`config.mk`:
```
export PLATFORM = sky130hd
export DESIGN_NAME = moa_cpa_serial
export DESIGN_NICKNAME = d
export VERILOG_FILES = /design/src/rtl/moa_pkg.sv /design/src/rtl/moa_fa1.sv /design/src/rtl/moa_cpa_serial.sv
export SDC_FILE = /design/constraint.sdc
export NUM_CORES = 1
export LEC_CHECK = 0
export CAP_MARGIN = 5
export CORE_ASPECT_RATIO = 0.6
export CORE_UTILIZATION = 45
export DETAILED_ROUTE_END_ITERATION = 8
export HOLD_SLACK_MARGIN = 0.06
export MAX_ROUTING_LAYER = met4
export PLACE_DENSITY_LB_ADDON = 0.15
export SYNTH_ARGS = -nofsm -noshare
export SYNTH_HDL_FRONTEND = slang
export SYNTH_SLANG_ARGS = --single-unit
```
`constraint.sdc`:
```
create_clock -name clk -period 1.4 [get_ports clk]
set_clock_uncertainty 0.2 [all_clocks]
set_input_delay 0.28 -clock clk [delete_from_list [all_inputs] [get_ports clk]]
set_output_delay 0.28 -clock clk [all_outputs]
set_load 0.05 [all_outputs]
```
`src/rtl/moa_pkg.sv`:
```
// rtl/moa_pkg.sv - shared constants and state type for the serial carry-propagate stage
// Purpose: operand/result widths, bit-counter width and FSM state encoding.
// Ports: none (package).
package moa_pkg;

    localparam int MOA_W     = 5;
    localparam int MOA_RW    = MOA_W + 2;
    localparam int MOA_CNT_W = $clog2(MOA_RW);

    typedef enum logic [1:0] {
        IDLE = 2'd0,
        ADD  = 2'd1,
        DONE = 2'd2
    } moa_state_e;

endpackage

```
`src/rtl/moa_fa1.sv`:
```
// rtl/moa_fa1.sv - single-bit full adder used as the serial resolution cell
// Purpose: s = a ^ b ^ ci, co = majority(a, b, ci).
// Ports: a, b, ci (in, 1 bit each); s, co (out, 1 bit each).
module moa_fa1 (
    input  logic a,
    input  logic b,
    input  logic ci,
    output logic s,
    output logic co
);

    assign s  = a ^ b ^ ci;
    assign co = (a & b) | (a & ci) | (b & ci);

endmodule

```
`src/rtl/moa_cpa_serial.sv`:
```
// rtl/moa_cpa_serial.sv - bit-serial resolver of a carry-save pair into Y = S + 2*C
// Purpose: accept {S, C} on a valid/ready handshake, resolve one bit per clock
//          through one full-adder cell, hold Y until the consumer takes it.
// Ports: clk, rst (sync, active-high); in_valid/in_ready with S, C (W bits);
//        out_valid/out_ready with Y (RW bits); busy (high while resolving).
module moa_cpa_serial
    import moa_pkg::*;
#(
    parameter int W  = MOA_W,
    parameter int RW = W + 2
) (
    input  logic          clk,
    input  logic          rst,
    input  logic          in_valid,
    output logic          in_ready,
    input  logic [W-1:0]  S,
    input  logic [W-1:0]  C,
    output logic          out_valid,
    input  logic          out_ready,
    output logic [RW-1:0] Y,
    output logic          busy
);

    localparam int CNT_W = $clog2(RW);

    moa_state_e       state_q, state_d;
    logic [RW-1:0]    a_q, a_d;
    logic [RW-1:0]    b_q, b_d;
    logic [CNT_W-1:0] cnt_q, cnt_d;
    logic             cy_q, cy_d;
    logic [RW-1:0]    res_q, res_d;
    logic [RW-1:0]    y_q, y_d;
    logic             fa_s;
    logic             fa_co;

    moa_fa1 u_fa (
        .a  (a_q[0]),
        .b  (b_q[0]),
        .ci (cy_q),
        .s  (fa_s),
        .co (fa_co)
    );

    always_comb begin
        state_d = state_q;
        a_d     = a_q;
        b_d     = b_q;
        cnt_d   = cnt_q;
        cy_d    = cy_q;
        res_d   = res_q;
        y_d     = y_q;
        unique case (state_q)
            IDLE: begin
                // rst never reaches here while high: the register block overrides it.
                if (in_valid) begin
                    a_d     = {2'b00, S};
                    b_d     = {1'b0, C, 1'b0};
                    cnt_d   = '0;
                    cy_d    = 1'b0;
                    res_d   = '0;
                    state_d = ADD;
                end
            end
            ADD: begin
                // LSB-first: each sum bit enters at the MSB so after RW
                // shifts bit 0 of the result sits at res[0].
                res_d = {fa_s, res_q[RW-1:1]};
                a_d   = {1'b0, a_q[RW-1:1]};
                b_d   = {1'b0, b_q[RW-1:1]};
                cy_d  = fa_co;
                cnt_d = cnt_q + 1'b1;
                if (cnt_q == CNT_W'(RW - 1)) begin
                    // Y gets its own register so it keeps the last completed
                    // value while the next pair is being shifted in.
                    y_d     = {fa_s, res_q[RW-1:1]};
                    state_d = DONE;
                end
            end
            DONE: begin
                if (out_ready) begin
                    state_d = IDLE;
                end
            end
            default: begin
                state_d = IDLE;
            end
        endcase
    end

    always_ff @(posedge clk) begin
        if (rst) begin
            state_q <= IDLE;
            a_q     <= '0;
            b_q     <= '0;
            cnt_q   <= '0;
            cy_q    <= 1'b0;
            res_q   <= '0;
            y_q     <= '0;
        end else begin
            state_q <= state_d;
            a_q     <= a_d;
            b_q     <= b_d;
            cnt_q   <= cnt_d;
            cy_q    <= cy_d;
            res_q   <= res_d;
            y_q     <= y_d;
        end
    end

    assign in_ready  = (state_q == IDLE) && !rst;
    assign out_valid = (state_q == DONE);
    assign busy      = (state_q == ADD);
    assign Y         = y_q;

endmodule
```
==> out/summary.log <==
qor: route.vias 1321
qor: global_route.antenna_found_initial 0
qor: setup_path.type_of_element_launching_the_critical_path register
qor: synth.synthDominantAreaCellType sky130_fd_sc_hd__dfxtp_1
qor: place.numPortBuffers 23
qor: synth.synth_enable_flop_cells 0
qor: sta.drv_slew 0
qor: route.totalWireLength 4455 um
qor: cts.clock_tree_from_tritoncts done
qor: hold_path.hp-class reg -> reg
qor: setup_path.worst-path-max-fanout 3
qor: synth.synth_area_per_cell 8.861 um2
qor: setup_path.critical_path_required 920 ps
qor: synth.synth.most_common_cell sky130_fd_sc_hd__dfxtp_1
qor: floorplan.initial_util 0.4957
qor: pwr.power_per_unit_of_standard_cell_area 907.4 nW/um2
qor: place.hpwl 2310 um
qor: setup_path.critical_path.endpoint_type output pin
qor: floorplan.pin_count 24
qor: synth.synth.net_count 164
qor: global_route.grt_first_pass_wirelength 6423 um
qor: route.length_of_routed_wiring_on_met1 1964 um
qor: synth.synth_cell_count_leaders sky130_fd_sc_hd__dfxtp_1 (30), sky130_fd_sc_hd__nor2_1 (22), sky130_fd_sc_hd__a21oi_1 (15)
qor: setup_path.setup.worst_path.class reg -> out
qor: global_route.grt_max_degree 14
qor: final_layout.fillers 122
qor: route.route.met3.wl 310 um
qor: status.failed_checks setup timing
qor: run.max_cap_violations 0
qor: synth.post_synth_num_cell_types 29
qor: floorplan.row_count 14
qor: cts.clk_latency 290 ps
qor: sta.timing.slew.headroom 0.6680
qor: route.drc_marker_count_from_the_first_detailed_route_iteration 53
qor: final_layout.drive_gt1_frac 0.5245
qor: cts.cts_max_path_buffers 2
qor: sta.worst_slew_pin_slew 498.1 ps
qor: global_route.grt-ovfl-total 0
qor: cts.clk_pin_slew 70 ps
qor: sta.rsz0062_at_grt yes
qor: floorplan.fp.dieH 43.68 um
qor: global_route.grt.total_usage 0.2898
qor: synth.yosysSeqAreaShare 0.4611
qor: synth.asyncSetResetFlopFracSynth 0
qor: synth.synth_cells 147
qor: route.dr.max_layer_used met4
qor: final_layout.areaGrowthSynthToFinish 74.45%
qor: route.ant_nets 0
qor: cts.cts_root_buf sky130_fd_sc_hd__clkbuf_8
qor: cts.clock_tree.htree_level_count 2
qor: setup_path.critical_path_arrival 1150 ps
qor: route.drc 0
qor: route.drtPass1Iterations 4
qor: cts.tritoncts.num_buffers 5
qor: status.run_status complete, but fails checks
qor: final_layout.n_antenna_cell 0
qor: place.place.gp.congestion 0.8080
qor: synth.synthesis.area 1302 um2
qor: sta.period_needed 1625 ps
qor: floorplan.design.die.area 3121 um2
qor: pwr.cellLeakagePower 0.0009207 uW
qor: pwr.vdd.ir_drop.worst 0.7703 mV
qor: cts.clock_sink_count 30
qor: route.wire_per_inst 18.88 um
qor: sta.final.setup.tns -3053 ps
qor: synth.ys_seq_elements 30
qor: sta.final.setup.worst_slack -225.0 ps
qor: floorplan.die_w 71.46 um
qor: sta.post-route-period-util 1.161
qor: sta.maxClockFrequency 0.6154 GHz
qor: pwr.finalPower 2062 uW
qor: floorplan.placeableCoreArea 2628 um2
qor: route.met2_length 2091 um
qor: global_route.first_global_vias 1308
qor: route.routed_via_count_divided_by_cell_count 5.597
qor: synth.synth.yosys.warnings 0
qor: final_layout.finalNetCount 220
qor: synth.synth.area.top_cells sky130_fd_sc_hd__dfxtp_1 (46%), sky130_fd_sc_hd__nor2_1 (6.3%), sky130_fd_sc_hd__a21oi_1 (5.8%)
qor: sta.final-hold-violation-count 0
qor: synth.yosysTopAreaCellShare 0.4611
qor: sta.finalSetupViolCount 31
qor: synth.ys_dominant_reg_cell sky130_fd_sc_hd__dfxtp_1
per-stage QoR:
step | util | instance area, um2 | setup WS (ps) | hold slack (ps) | std cells
6_report | 0.8648 | 2272 | -225.0 | 275.3 | 236
2_1_floorplan | - | 1323 | -122.2 | 152.1 | 147
3_5_place_dp | 0.7048 | 1852 | -528.3 | 252.6 | 217
4_1_cts | 0.8038 | 2112 | -222.5 | 273.8 | 234
5_1_grt | 0.8648 | 2272 | -256.2 | 286.0 | 236
3_3_place_gp | 0.7048 | 1852 | -467.7 | 245.5 | 217
critical path, cell delays in order (launching register included):
cell	delay, ps
sky130_fd_sc_hd__dfxtp_4	350
sky130_fd_sc_hd__buf_4	150
sky130_fd_sc_hd__nand2b_4	150
sky130_fd_sc_hd__inv_4	70
sky130_fd_sc_hd__buf_12	130
per-layer routing:
metal / vias to the layer above / track usage
met1: 643 / 0.3488
met5: - / -
met4: 0 / 0.1059
met2: 47 / 0.4781
met3: 14 / 0.07442
li1: 617 / -
layout by cell type (no fill, tap or decap), drive strengths merged, types with 2 or more instances in the layout:
master	synthesis	final
clkdlybuf4s50	0	12
clkbuf	4	7
nand2b	10	10
dfxtp	30	30
inv	5	5
a22oi	6	6
nor3	8	8
a211oi	3	3
nand2	13	13
or3b	8	8
a21oi	15	15
a2bb2oi	3	3
nor2	22	22
buf	6	46
a32oi	2	2
ha	2	2
power by group:
group / internal [uW] / leakage [uW] / switching (uW) / total [uW]
Clock: 396 / 0.0000482 / 338 / 734
Sequential: 885 / 0.000247 / 24.7 / 910
Combinational: 226 / 0.000625 / 192 / 418
Total: 1510 / 0.000921 / 555 / 2060
area by class of cell:
cell class,count,area (um2),share of cell area
Clock inverter,1,5.005,0.002203
Multi-Input combinational cell,102,829.5,0.3651
Inverter,5,21.27,0.009361
Timing Repair Buffer,59,678.2,0.2985
Clock buffer,7,86.33,0.03800
Tap cell,32,40.04,0.01762
Sequential cell,30,611.8,0.2693
registers in the layout, summed over array words and instances, names as in the netlist:
register	count
cy_q	1
b_q	6
Y	7
state_q	2
cnt_q	3
a_q	5
res_q	6
repair_timing:
action | 4_1_cts | 5_1_grt
gates resized for setup | 24 | 37
setup buffers | 9 | 2
hold buffers | 0 | 0
setup endpoints to repair | 26 | 29
pin swaps | 22 | 13
final timing paths:
path | startpoint | to | slack [ps] | cells after the start
worst max register to register | state_q[0]$_SDFFE_PP0P_ | b_q[2]$_SDFFE_PP0P_ | -180 | 5
worst max-delay path | state_q[1]$_SDFFE_PP0P_ | busy | -230 | 4
worst min register to register | res_q[1]$_SDFFE_PP0P_ | Y[0]$_SDFFE_PP0P_ | 280 | 2
worst min-delay path | res_q[1]$_SDFFE_PP0P_ | Y[0]$_SDFFE_PP0P_ | 280 | 2
logic make-up after synthesis:
kind of cell    Yosys count  share of synthesized area
flops                    30                     0.4611
buf+inv                  15                    0.05571
compound gates           33                     0.1748
fa+ha+maj                 3                    0.03458
simple gates             66                     0.2738
No activity file was read; power rests on OpenSTA's default activity.
